### config.mk
export PLATFORM = sky130hd
export DESIGN_NAME = alu_step_sequencer
export DESIGN_NICKNAME = d
export VERILOG_FILES = /design/src/rtl/cpu_ctrl_pkg.sv /design/src/rtl/onehot_decode.sv /design/src/rtl/alu_step_sequencer.sv
export SDC_FILE = /design/constraint.sdc
export NUM_CORES = 1
export LEC_CHECK = 0
export CAP_MARGIN = 20
export CELL_PAD_IN_SITES_DETAIL_PLACEMENT = 0
export CELL_PAD_IN_SITES_GLOBAL_PLACEMENT = 1
export CORE_MARGIN = 3
export CORE_UTILIZATION = 33
export DETAILED_ROUTE_END_ITERATION = 10
export PLACE_DENSITY = 0.81
export SETUP_SLACK_MARGIN = 0.4
export SLEW_MARGIN = 10
export SYNTH_ARGS = -nofsm -noshare
export SYNTH_HDL_FRONTEND = slang
export SYNTH_SLANG_ARGS = --single-unit
### constraint.sdc
create_clock -name Clock -period 4.33 [get_ports Clock]
set_input_delay 0.866 -clock Clock [delete_from_list [all_inputs] [get_ports Clock]]
set_output_delay 0.866 -clock Clock [all_outputs]
set_load 0.02 [all_outputs]
### src/rtl/cpu_ctrl_pkg.sv
// Shared control-step definitions: step states, opcode encodings, IR field positions
// and opcode classification helpers.
package cpu_ctrl_pkg;

  typedef enum logic [3:0] {
    StIdle,
    StT0,
    StT1,
    StT2,
    StT3,
    StT4,
    StT5,
    StT6,
    StFault
  } step_e;

  localparam int unsigned OPC_W   = 5;
  localparam int unsigned OPC_MSB = 31;
  localparam int unsigned RA_MSB  = 26;
  localparam int unsigned RB_MSB  = 22;
  localparam int unsigned RC_MSB  = 18;

  localparam logic [4:0] OP_ADD = 5'b00011;
  localparam logic [4:0] OP_SUB = 5'b00100;
  localparam logic [4:0] OP_SHR = 5'b00101;
  localparam logic [4:0] OP_SHL = 5'b00110;
  localparam logic [4:0] OP_ROR = 5'b00111;
  localparam logic [4:0] OP_ROL = 5'b01000;
  localparam logic [4:0] OP_AND = 5'b01001;
  localparam logic [4:0] OP_OR  = 5'b01010;
  localparam logic [4:0] OP_MUL = 5'b01111;
  localparam logic [4:0] OP_DIV = 5'b10000;
  localparam logic [4:0] OP_NEG = 5'b10001;
  localparam logic [4:0] OP_NOT = 5'b10010;

  function automatic logic is_binary(logic [4:0] op);
    return op inside {OP_ADD, OP_SUB, OP_SHR, OP_SHL, OP_ROR, OP_ROL, OP_AND, OP_OR};
  endfunction

  function automatic logic is_muldiv(logic [4:0] op);
    return op inside {OP_MUL, OP_DIV};
  endfunction

  function automatic logic is_unary(logic [4:0] op);
    return op inside {OP_NEG, OP_NOT};
  endfunction

endpackage

### src/rtl/onehot_decode.sv
// Register-select decoder: turns a register field into a one-hot (or all-zero) select.
module onehot_decode #(
  parameter int unsigned NREG  = 16,
  parameter int unsigned SEL_W = 4
) (
  input  logic [SEL_W-1:0] sel_i,
  input  logic             en_i,
  output logic [NREG-1:0]  onehot_o
);

  // Out-of-range selects decode to all-zero rather than aliasing onto a real register.
  always_comb begin
    onehot_o = '0;
    for (int unsigned i = 0; i < NREG; i++) begin
      onehot_o[i] = en_i && (32'(sel_i) == i);
    end
  end

endmodule

### src/rtl/alu_step_sequencer.sv
// Control-step sequencer: fetch plus register-register ALU execute, with memory wait,
// ALU stall, fault trap and a retired-instruction counter.
module alu_step_sequencer
  import cpu_ctrl_pkg::*;
#(
  parameter int unsigned NREG        = 16,
  parameter int unsigned RSEL_W      = 4,
  parameter int unsigned MEM_TIMEOUT = 8,
  parameter int unsigned CNT_W       = 16
) (
  input  logic             Clock,
  input  logic             Clear,
  input  logic             Run,
  input  logic [31:0]      ir,
  input  logic             mem_ready,
  input  logic             alu_busy,
  output logic             PCout,
  output logic             Zlowout,
  output logic             Zhighout,
  output logic             MDRout,
  output logic             MARin,
  output logic             Zin,
  output logic             PCin,
  output logic             MDRin,
  output logic             IRin,
  output logic             Yin,
  output logic             HIin,
  output logic             LOin,
  output logic             IncPC,
  output logic             Read,
  output logic [4:0]       alu_op,
  output logic [NREG-1:0]  Rin,
  output logic [NREG-1:0]  Rout,
  output logic             Done,
  output logic             Illegal,
  output logic [CNT_W-1:0] retired
);

  localparam int unsigned WAIT_W = $clog2(MEM_TIMEOUT + 2);

  step_e              state_q, state_d;
  logic [WAIT_W-1:0]  wait_q, wait_d;
  logic [OPC_W-1:0]   opc_q;
  logic [RSEL_W-1:0]  ra_q, rb_q, rc_q;
  logic [CNT_W-1:0]   retired_q;

  logic [OPC_W-1:0]   opc;
  logic [RSEL_W-1:0]  ra, rb, rc;
  logic               ra_ok, rb_ok, rc_ok, legal;
  logic [RSEL_W-1:0]  rout_sel;
  logic               rout_en, rin_en;
  logic               unused_ir;

  assign unused_ir = ^ir[RC_MSB-RSEL_W:0];

  // The IR becomes valid only in T3, so T3 decodes it directly; later steps use the latch.
  always_comb begin
    if (state_q == StT3) begin
      opc = ir[OPC_MSB -: OPC_W];
      ra  = ir[RA_MSB -: RSEL_W];
      rb  = ir[RB_MSB -: RSEL_W];
      rc  = ir[RC_MSB -: RSEL_W];
    end else begin
      opc = opc_q;
      ra  = ra_q;
      rb  = rb_q;
      rc  = rc_q;
    end
  end

  assign ra_ok = 32'(ra) < NREG;
  assign rb_ok = 32'(rb) < NREG;
  assign rc_ok = 32'(rc) < NREG;
  assign legal = (is_binary(opc) && ra_ok && rb_ok && rc_ok) ||
                 (is_muldiv(opc) && rb_ok && rc_ok) ||
                 (is_unary(opc) && ra_ok && rb_ok);

  always_ff @(posedge Clock or posedge Clear) begin
    if (Clear) begin
      state_q   <= StIdle;
      wait_q    <= '0;
      opc_q     <= '0;
      ra_q      <= '0;
      rb_q      <= '0;
      rc_q      <= '0;
      retired_q <= '0;
    end else begin
      state_q <= state_d;
      wait_q  <= wait_d;
      if (state_q == StT3) begin
        opc_q <= opc;
        ra_q  <= ra;
        rb_q  <= rb;
        rc_q  <= rc;
      end
      if (Done) begin
        retired_q <= retired_q + 1'b1;
      end
    end
  end

  assign retired = retired_q;

  always_comb begin
    state_d = state_q;
    wait_d  = '0;
    unique case (state_q)
      StIdle:  if (Run) state_d = StT0;
      StT0:    state_d = StT1;
      StT1: begin
        if (mem_ready) begin
          state_d = StT2;
        end else if (32'(wait_q) + 32'd1 > MEM_TIMEOUT) begin
          state_d = StFault;
        end else begin
          wait_d = wait_q + 1'b1;
        end
      end
      StT2:    state_d = StT3;
      StT3:    state_d = legal ? StT4 : StFault;
      StT4:    if (!alu_busy) state_d = StT5;
      StT5:    state_d = is_muldiv(opc) ? StT6 : (Run ? StT0 : StIdle);
      StT6:    state_d = Run ? StT0 : StIdle;
      StFault: state_d = StFault;
      default: state_d = StIdle;
    endcase
  end

  always_comb begin
    PCout    = 1'b0;
    Zlowout  = 1'b0;
    Zhighout = 1'b0;
    MDRout   = 1'b0;
    MARin    = 1'b0;
    Zin      = 1'b0;
    PCin     = 1'b0;
    MDRin    = 1'b0;
    IRin     = 1'b0;
    Yin      = 1'b0;
    HIin     = 1'b0;
    LOin     = 1'b0;
    IncPC    = 1'b0;
    Read     = 1'b0;
    alu_op   = '0;
    Done     = 1'b0;
    Illegal  = 1'b0;
    rout_sel = '0;
    rout_en  = 1'b0;
    rin_en   = 1'b0;
    unique case (state_q)
      StT0: begin
        PCout = 1'b1;
        MARin = 1'b1;
        IncPC = 1'b1;
        Zin   = 1'b1;
      end
      StT1: begin
        Zlowout = 1'b1;
        Read    = 1'b1;
        MDRin   = 1'b1;
        // Qualified by mem_ready so PC loads only in the exit cycle of a wait.
        PCin    = mem_ready;
      end
      StT2: begin
        MDRout = 1'b1;
        IRin   = 1'b1;
      end
      StT3: begin
        if (legal && !is_unary(opc)) begin
          rout_sel = rb;
          rout_en  = 1'b1;
          Yin      = 1'b1;
        end
      end
      StT4: begin
        alu_op   = opc;
        Zin      = 1'b1;
        rout_sel = is_unary(opc) ? rb : rc;
        rout_en  = 1'b1;
      end
      StT5: begin
        Zlowout = 1'b1;
        if (is_muldiv(opc)) begin
          LOin = 1'b1;
        end else begin
          rin_en = 1'b1;
          Done   = 1'b1;
        end
      end
      StT6: begin
        Zhighout = 1'b1;
        HIin     = 1'b1;
        Done     = 1'b1;
      end
      StFault: Illegal = 1'b1;
      default: ;
    endcase
  end

  onehot_decode #(
    .NREG (NREG),
    .SEL_W(RSEL_W)
  ) u_rout_dec (
    .sel_i   (rout_sel),
    .en_i    (rout_en),
    .onehot_o(Rout)
  );

  onehot_decode #(
    .NREG (NREG),
    .SEL_W(RSEL_W)
  ) u_rin_dec (
    .sel_i   (ra),
    .en_i    (rin_en),
    .onehot_o(Rin)
  );

endmodule

==> results of run 1 <==
-- power groups by stage --
stage / Combinational, mW / Sequential [mW] / Clock [mW]
floorplan: 0.474 / 0.581 / 0
global placement: 0.677 / 0.614 / 0
detailed placement: 0.691 / 0.617 / 0
CTS: 0.693 / 0.610 / 0.323
global route: 0.803 / 0.634 / 0.334
finish: 0.718 / 0.615 / 0.312
-- cells by family after synthesis --
family | Yosys count
compound gates | 49
xor+xnor | 19
fa+ha+maj | 3
buf+inv | 27
flops | 41
mux | 4
simple gates | 181
-- metrics by stage --
step / util [%] / setup TNS [ns] / instances
3_3_place_gp: 50.13 / -0.07864 / 520
2_1_floorplan: - / 0 / 324
3_5_place_dp: 50.13 / -0.1468 / 520
6_report: 53.13 / 0 / 532
4_1_cts: 51.95 / 0 / 528
5_1_grt: 53.13 / 0 / 532
-- per-layer routing --
metal,global-route usage [%],vias up,share of wire (%)
li1,-,1334,-
met1,21.28,1236,45
met2,26.65,88,47
met3,3.394,10,6.5
met4,5.889,0,1.4
met5,0,-,0
-- cells in the mapped netlist, drive strengths merged (2+ instances only) --
| cell type | count |
|---|---|
| a211o | 2 |
| a31o | 2 |
| xnor2 | 14 |
| ha | 3 |
| clkbuf | 11 |
| nor3 | 12 |
| xor2 | 5 |
| a21oi | 4 |
| inv | 8 |
| mux2i | 3 |
| o21ai | 11 |
| buf | 6 |
| nand4 | 5 |
| clkinv | 2 |
| nand2b | 7 |
| and4 | 2 |
| a41oi | 3 |
| o211ai | 7 |
| a31oi | 2 |
| nor4 | 3 |
| a211oi | 3 |
| nor2 | 45 |
| dfrtp | 41 |
| nor2b | 8 |
| and3 | 5 |
| nand3 | 11 |
| o21a | 2 |
| nor4b | 3 |
| and2 | 10 |
| nand2 | 63 |
-- worst max-delay path by stage --
stage                start  endpoint  depth (start not counted)
detailed placement  ir[29]   Rout[0]                          8
global placement    ir[29]   Rout[8]                          8
floorplan           ir[29]  Rout[12]                          7
finish              ir[31]   Rout[7]                         10
global route        ir[30]   Rout[0]                          8
CTS                 ir[28]   Rout[0]                          8
-- registers in the layout (all words and copies together) (netlist names) --
register / cells
retired: 16
rc_q: 4
wait_q: 4
rb_q: 4
state_q: 4
opc_q: 5
ra_q: 4
-- area by class of cell --
class                      count  share of cell area (%)
inverter                      10                  0.9437
clock inverter                 3                   1.164
multi-input combinational    256                   39.73
clock buffer                   5                   1.730
timing repair buffer         118                   27.49
tap                           99                   3.114
sequential                    41                   25.83
-- what timing repair did --
item | in CTS | in global routing
setup endpoints to repair | 17 | 33
setup buffers | 0 | 3
gates resized for setup | 39 | 47
pin swaps | 0 | 8
hold buffers | 0 | 0
-- tightest hold or removal path, cell delays in order, from the launching register on --
cell,delay [ns]
dfrtp_1,0.35
nand2_1,0.05
nand2_1,0.06
==> run_results.csv, run 1 <==
group,metric,value,unit
min_path,min_from,"rc_q[0]",
layout,fill_cells,697,
setup_path,r2r_slack,2.04,ns
synthesis,synth_top_family_by_area,"simple AND/OR/NAND/NOR gates",
global_routing,grt_overflow,0,
layout,final_cell_mix,"clkdlybuf4s50_1 (63), nand2_1 (62), nor2_1 (45)",
sta,fmax,0.2623,GHz
setup_path,startpoint_type,"input pin",
place,place.gp.congestion,0.8562,
min_path,min_to,"rc_q[0]",
synthesis,synth_xor_area_share,6.333,%
synthesis,synth_simple_gate_area_share,33.62,%
power_and_ir_drop,pwr-share-seq,37.4,%
synthesis,syn_inst,324,
synthesis,synth-seq-cells,41,
synthesis,ys_async_sr_fraction,100.0,%
setup_path,r2r_end,"retired[5]",
setup_path,crit_path_cell_trace,"clkdlybuf4s50_1, nor3b_2, buf_4, nand3_2, nand2_4, a31oi_1, buf_4, a211o_1, nor2_1, clkdlybuf4s15_2",
setup_path,critical_path.max_fanout,6,
job,cap_violations,0,
setup_path,end_kind,"primary output",
sta,drv_slew,0,
synthesis,yosys.area.top_type,"dfrtp_1",
global_routing,grt_pass1_vias,2661,
global_routing,grt_usage,16.32,%
layout,n_antenna_cell,0,
power_and_ir_drop,power.density,413.6,nW/um^2
layout,layout.nets,472,
clocking,cts_buffers,5,
sta,max_slew_margin,51.88,%
synthesis,synthMuxAreaShare,1.571,%
drt,first_pass_iters,4,
synthesis,synth_cell_type_count,54,
layout,syn_to_final_growth,51.38,%
sta,whs,0.4795,ns
sta,fin_skew,0.009204,ns
power_and_ir_drop,p_int,0.9780,mW
clocking,insertion_delay,0.29,ns
drt,postRouteAntennaNets,0,
die,core,7486,sq um
power_and_ir_drop,share_clk_of_total_power,19.0,%
setup_path,crit_family,"buffers and inverters",
sta,timing.final.ws_setup,0.5177,ns
power_and_ir_drop,peakVddDrop,183.4,uV
clocking,cts.sink_count,41,
drt,drt_first_iter_violations,91,
layout,multi_input_area,1580,sq um
global_routing,grt_max_degree,26,
synthesis,synthTopCellsByArea,"dfrtp_1 (39%), nand2_1 (9.0%), nor2_1 (6.4%)",
die,die-height,95.23,microns
layout,final_common_cell,"clkdlybuf4s50_1",
drt,wl,7416,microns
power_and_ir_drop,swShare,40.55,%
die,row_count,31,
clocking,path_clk_slew,0.08,ns
min_path,hold_class,"reg -> reg",
drt,vias,2668,
synthesis,yosys_warnings,0,
global_routing,grt_pass1_wl,11940,microns
place,dp_hpwl,5765,microns
clocking,cts_max_path_buffers,2,
setup_path,path_class,"in -> out",
die,die_w,95.23,microns
place,place_area,3752,sq um
clocking,htree_levels,2,
synthesis,postSynthAreaPerCell,8.110,sq um
drt,drc,0,
sta,period_needed,3.812,ns
die,num_io_pins,106,
clocking,tritoncts,"yes",
synthesis,synth_fp_nets,364,
drt,viasPerCell,5.015,
power_and_ir_drop,combPwrFrac,43.7,%
setup_path,crit_top_cell,"buf_4",
synthesis,synthAdderAreaFrac,1.429,%
sta,worstMarginPinSlew,0.7152,ns
setup_path,cp.arrival,2.95,ns
global_routing,antenna_found_initial,0,
synthesis,synth_edf_count,0,
die,die_area,9069,sq um
sta,finalSetupViolCount,0,
setup_path,crit_buf_inv,4,
run_status,run_status,"completed",
synthesis,synth_compound_area_share,13.29,%
layout,fin_area,3978,sq um
sta,hold_violations,0,
clocking,cts_root_buffer,"clkbuf_8",
layout,regArea,1027,sq um
die,initial_core_util,35.10,%
setup_path,r2r_cells,6,
min_path,hold_depth,2,
place,place_ws,-0.03785,ns
power_and_ir_drop,p_sw,0.6670,mW
synthesis,synth_area,2628,sq um
synthesis,synthDominantCellAreaShare,39.05,%
power_and_ir_drop,totalPowerFinal,1.645,mW
sta,rsz0062_at_grt,"true",
setup_path,worstReg2RegStart,"opc_q[4]",
synthesis,ys_seq_area_share,39.05,%
setup_path,slowest_stage,"clkdlybuf4s50_1",
setup_path,cpPeakStageDelay,0.48,ns
setup_path,cp.required,3.46,ns
sta,fin_crit_sh,88.05,%
drt,wl_per_cell,13.94,microns
layout,drive_above_1_share,16.63,%
place,numPortBuffers,90,
power_and_ir_drop,p_leak,1.844,nW
synthesis,ys.flop_type,"dfrtp_1",
No activity file was read; power rests on OpenSTA's default activity.
==> run 2, diff against run 1 <==
--- a/config.mk
+++ b/config.mk
@@ -8,10 +8,10 @@
 export CAP_MARGIN = 20
 export CELL_PAD_IN_SITES_DETAIL_PLACEMENT = 0
 export CELL_PAD_IN_SITES_GLOBAL_PLACEMENT = 1
-export CORE_MARGIN = 3
-export CORE_UTILIZATION = 33
+export CORE_MARGIN = 2
+export CORE_UTILIZATION = 31
 export DETAILED_ROUTE_END_ITERATION = 10
-export PLACE_DENSITY = 0.81
+export PLACE_DENSITY = 0.77
 export SETUP_SLACK_MARGIN = 0.4
 export SLEW_MARGIN = 10
 export SYNTH_ARGS = -nofsm -noshare
==> constraint.sdc (replaced) <==
create_clock -name Clock -period 3.7 [get_ports Clock]
set_input_delay 0.74 -clock Clock [delete_from_list [all_inputs] [get_ports Clock]]
set_output_delay 0.74 -clock Clock [all_outputs]
set_load 0.02 [all_outputs]
==> run 2 against run 1 <==
Sequential power up 13%. Clock-buffer cell count unchanged. Via count up 4.4%. Total power up 29%. Non-clock buffer count up 26. Die area up 1.8%. Largest cell class unchanged.
==> run_results.csv, run 2 (synthesis results as in run 1) <==
group,metric,value,unit
run_status,run_status,"completed",
sta,rsz0062_at_grt,"true",
setup_path,cp.required,2.96,ns
setup_path,critical_path.max_fanout,4,
setup_path,worstReg2RegStart,"opc_q[4]",
place,place_ws,-0.4458,ns
setup_path,crit_path_cell_trace,"clkdlybuf4s15_1, nor3b_2, buf_4, buf_6, nand3_4, a21oi_4, nor4b_2, or4b_4, nor2_1, buf_4",
sta,drv_slew,0,
min_path,hold_depth,1,
global_routing,grt_pass1_wl,12490,microns
global_routing,use_met3,3.211,%
layout,syn_to_final_growth,63.95,%
clocking,cts_root_buffer,"clkbuf_8",
min_path,min_from,"retired[15]",
sta,fin_skew,0.01004,ns
global_routing,busiest_layer,"met2",
sta,hold_violations,0,
sta,finalSetupViolCount,0,
sta,whs,0.4954,ns
place,dp_hpwl,5758,microns
die,die_area,9228,sq um
clocking,hold_buffers,0,
global_routing,antenna_found_initial,0,
layout,n_antenna_cell,0,
drt,drt_first_iter_violations,86,
drt,first_pass_iters,4,
setup_path,end_kind,"primary output",
sta,period_needed,3.319,ns
layout,final_cell_mix,"nand2_1 (59), clkdlybuf4s50_1 (53), buf_4 (50)",
clocking,htree_levels,2,
place,numPortBuffers,90,
sta,fmax,0.3013,GHz
drt,postRouteAntennaNets,0,
global_routing,grt_pass1_vias,2658,
setup_path,crit_top_cell,"buf_4",
layout,fill_cells,782,
global_routing,gr-usage-met1,22.02,%
power_and_ir_drop,totalPowerFinal,2.128,mW
layout,layout.nets,498,
clocking,insertion_delay,0.30,ns
min_path,hold_class,"reg -> reg",
sta,worstMarginPinSlew,0.7177,ns
layout,drive_above_1_share,29.63,%
sta,timing.final.ws_setup,0.3809,ns
setup_path,r2r_cells,7,
setup_path,cp.arrival,2.58,ns
setup_path,path_class,"in -> out",
sta,max_slew_margin,51.71,%
global_routing,grt_overflow,0,
clocking,tritoncts,"yes",
place,dp_cells,544,
layout,final_common_cell,"nand2_1",
place,place.gp.congestion,0.8561,
layout,largest_reg_flops,16,
drt,viasPerCell,4.938,
job,cap_violations,0,
setup_path,worstSetupStartpoint,"ir[31]",
die,die-height,96.07,microns
drt,wl_per_cell,13.88,microns
die,die_w,96.07,microns
power_and_ir_drop,peakVddDrop,231.4,uV
setup_path,slowest_stage,"or4b_4",
die,initial_core_util,31.98,%
global_routing,grt_max_degree,42,
global_routing,grt.met2_usage,29.51,%
clocking,cts.sink_count,41,
sta,setup-tns-final,0,ns
drt,wl,7826,microns
clocking,path_clk_slew,0.08,ns
die,row_count,33,
clocking,cts_buffers,5,
drt,drc,0,
die,core,8217,sq um
drt,vias,2785,
setup_path,startpoint_type,"input pin",
global_routing,grt_usage,17.24,%
layout,final_cells,564,
die,num_io_pins,106,
power_and_ir_drop,p_leak,1.883,nW
power_and_ir_drop,power.density,494.0,nW/um^2
clocking,cts_max_path_buffers,2,
sta,fin_crit_sh,89.70,%
setup_path,cpPeakStageDelay,0.55,ns
run 2: per-stage QoR:
| stage | util [%] | area, sq um |
|---|---|---|
| final | 52.43 | 4308 |
| after global placement | 47.43 | 3897 |
| after global routing | 52.43 | 4308 |
| after detailed placement | 47.43 | 3897 |
| after CTS | 50.40 | 4141 |
| after floorplan | - | 2630 |
run 2: critical path, delay by kind of cell:
kind	cells	cell delay [ns]
buffers and inverters	4	0.56
AND/OR/NAND/NOR	5	1.18
AO/OA/AOI/OAI	1	0.08
run 2: worst paths after layout:
path | endpoint | slack (ns)
worst max-delay path | Rout[4] | 0.38
worst min-delay path | retired[15] | 0.50
worst max register to register | retired[5] | 1.66
worst min register to register | retired[15] | 0.50
max in group asynchronous | state_q[1] | 2.45
min in group asynchronous | retired[4] | 0.86
run 2: timing repair:
| action | CTS | global route |
|---|---|---|
| endpoints found under the hold margin | 0 | 0 |
| setup buffers | 7 | 4 |
| cloned | 0 | 1 |
| endpoints found under the setup margin | 33 | 35 |
| pin swaps | 20 | 16 |
| gates resized for setup | 134 | 63 |
run 2: report_power, final:
group          switching [mW]  total (mW)  leakage, nW  internal [mW]
combinational           0.567        1.06         1.30          0.494
sequential              0.119       0.695        0.530          0.576
clock                   0.170       0.373       0.0543          0.202
total                   0.856        2.13         1.88           1.27
run 2: final cells by class:
| cell class | instances | area (sq um) | share of cell area, % |
|---|---|---|---|
| Inverter | 10 | 37.54 | 0.8713 |
| Clock inverter | 3 | 46.29 | 1.075 |
| Sequential cell | 41 | 1028 | 23.87 |
| Clock buffer | 5 | 68.82 | 1.597 |
| Tap cell | 105 | 131.4 | 3.050 |
| Multi-Input combinational cell | 256 | 1733 | 40.23 |
| Timing Repair Buffer | 144 | 1262 | 29.31 |
run 2: per-layer routing:
metal | vias to the layer above | share of wire [%]
met5 | - | 0
met4 | 0 | 1.3
met1 | 1315 | 44
li1 | 1389 | -
met3 | 7 | 5.5
met2 | 74 | 49
==> run 3, diff against run 2 <==
--- a/config.mk
+++ b/config.mk
@@ -11,8 +11,10 @@
 export CORE_MARGIN = 2
 export CORE_UTILIZATION = 31
 export DETAILED_ROUTE_END_ITERATION = 10
+export GPL_ROUTABILITY_DRIVEN = 0
 export PLACE_DENSITY = 0.77
 export SETUP_SLACK_MARGIN = 0.4
+export SKIP_CTS_REPAIR_TIMING = 1
 export SLEW_MARGIN = 10
 export SYNTH_ARGS = -nofsm -noshare
 export SYNTH_HDL_FRONTEND = slang
==> run 3 against run 2 <==
Combinational power is essentially flat. Final cell count is the same. Utilization rose by 2.0 points. Clock power about the same. Critical endpoint is now Rout[12]. Sequential power shrank 0.7%. First-iteration DRC count is 8.1% lower. Clock skew decreased by 0.0019 ns. Via count up 0.72%. Design area grew 3.9%. Non-clock buffer count stayed put.
==> run_results.csv, run 3 (synthesis results as in run 1) <==
group,metric,value,unit
place,place_area,3897,sq um
global_routing,grt_max_degree,42,
sta,rsz0062_at_grt,"true",
sta,period_needed,3.369,ns
layout,layout.nets,498,
min_path,hold_class,"reg -> reg",
setup_path,cp.required,2.96,ns
setup_path,cpPeakStageDelay,0.55,ns
setup_path,crit_family,"simple AND/OR/NAND/NOR gates",
layout,final_common_cell,"nand2_1",
layout,n_antenna_cell,0,
sta,finalSetupViolCount,0,
clocking,tritoncts,"yes",
place,dp_cells,544,
die,initial_core_util,31.98,%
sta,fin_crit_sh,91.06,%
layout,final_cells,564,
die,core,8217,sq um
setup_path,path_class,"reg -> out",
layout,final_util,54.45,%
die,die-height,96.07,microns
global_routing,grt_pass1_vias,2564,
setup_path,startpoint_type,"flip-flop",
die,die_w,96.07,microns
die,row_count,33,
clocking,cts_buffers,5,
clocking,cts.sink_count,41,
die,num_io_pins,106,
place,dp_hpwl,5758,microns
layout,fin_area,4474,sq um
global_routing,grt_pass1_wl,12030,microns
sta,max_slew_margin,52.11,%
sta,hold_violations,0,
die,die_area,9228,sq um
setup_path,crit_path_cell_trace,"buf_6, nor4bb_4, buf_4, buf_4, nand2_1, a21oi_4, nor4b_2, or4b_4, nor2b_2, buf_6",
drt,postRouteAntennaNets,0,
sta,worstMarginPinSlew,0.7117,ns
drt,first_pass_iters,4,
setup_path,slowest_stage,"or4b_4",
global_routing,grt_usage,16.59,%
global_routing,grt_overflow,0,
global_routing,antenna_found_initial,0,
clocking,insertion_delay,0.30,ns
power_and_ir_drop,peakVddDrop,254.3,uV
run_status,run_status,"completed",
layout,drive_above_1_share,27.89,%
layout,syn_to_final_growth,70.29,%
power_and_ir_drop,power.density,477.5,nW/um^2
sta,drv_slew,0,
setup_path,end_kind,"primary output",
drt,viasPerCell,4.973,
drt,wl,7845,microns
setup_path,cp.arrival,2.63,ns
drt,wl_per_cell,13.91,microns
power_and_ir_drop,p_leak,2.197,nW
layout,largest_reg_flops,16,
sta,fin_skew,0.008125,ns
setup_path,crit_buf_inv,4,
sta,whs,0.4956,ns
layout,final_cell_mix,"nand2_1 (61), clkdlybuf4s50_1 (53), buf_4 (49)",
sta,fmax,0.2968,GHz
sta,setup-tns-final,0,ns
setup_path,critical_path.max_fanout,12,
place,numPortBuffers,90,
drt,vias,2805,
drt,drc,0,
job,cap_violations,0,
drt,drt_first_iter_violations,79,
clocking,cts_max_path_buffers,2,
clocking,path_clk_slew,0.08,ns
clocking,cts_root_buffer,"clkbuf_8",
clocking,htree_levels,2,
==> run 3: cell types whose count changed in the layout (fill, tap and decap cells not counted), sizes merged <==
| cell | delta |
|---|---|
| clkbuf | -7 |
| dlymetal6s2s | +20 |
| dlygate4sd2 | -5 |
| clkdlybuf4s15 | -5 |
| buf | -3 |
==> run 3: worst register-to-register path, delay by kind of cell, from the launching register on <==
kind	cells	cell delay [ns]
flip-flops	1	0.38
buffers and inverters	1	0.17
XOR/XNOR	1	0.15
AND/OR/NAND/NOR	3	0.78
AO/OA/AOI/OAI	2	0.46
==> run 3: layout make-up <==
class                   count  area (sq um)
well taps                 105         131.4
inverters                  10         37.54
clock inverters             3         46.29
fillers                   753          3742
flip-flops and latches     41          1028
clock buffers               5         68.82
multi-input cells         256          1775
repair buffers            144          1386
==> run 3: worst paths after layout <==
path | depth (start not counted) | endpoint | start | slack, ns
max | 10 | Rout[12] | state_q[0] | 0.33
min | 1 | retired[15] | retired[15] | 0.50
max reg2reg | 7 | retired[8] | opc_q[4] | 1.65
min reg2reg | 1 | retired[15] | retired[15] | 0.50
max in group asynchronous | 3 | state_q[1] | Clear | 2.43
min in group asynchronous | 3 | retired[4] | Clear | 0.87
==> run 3: routing by layer <==
metal	vias to the layer above	GRT usage [%]	share of wire (%)
met1	1328	21.47	43
met3	7	3.132	6.0
met5	-	0	0
met4	0	5.000	1.3
li1	1383	-	-
met2	87	28.01	49
==> run 3: metrics by stage <==
stage | total power [mW] | setup slack [ns]
after floorplan | 1.234 | 0.3470
after global placement | 1.591 | -0.4220
after detailed placement | 1.606 | -0.4458
after CTS | 1.983 | -0.4470
after global routing | 2.287 | 0.2269
final | 2.136 | 0.3310
==> run 3: power by group <==
part | total, mW | internal [mW] | switching [mW] | leakage [nW]
clock network | 0.371 | 0.202 | 0.169 | 0.0543
registers | 0.690 | 0.576 | 0.114 | 0.530
logic | 1.08 | 0.498 | 0.578 | 1.61
total | 2.14 | 1.28 | 0.861 | 2.20
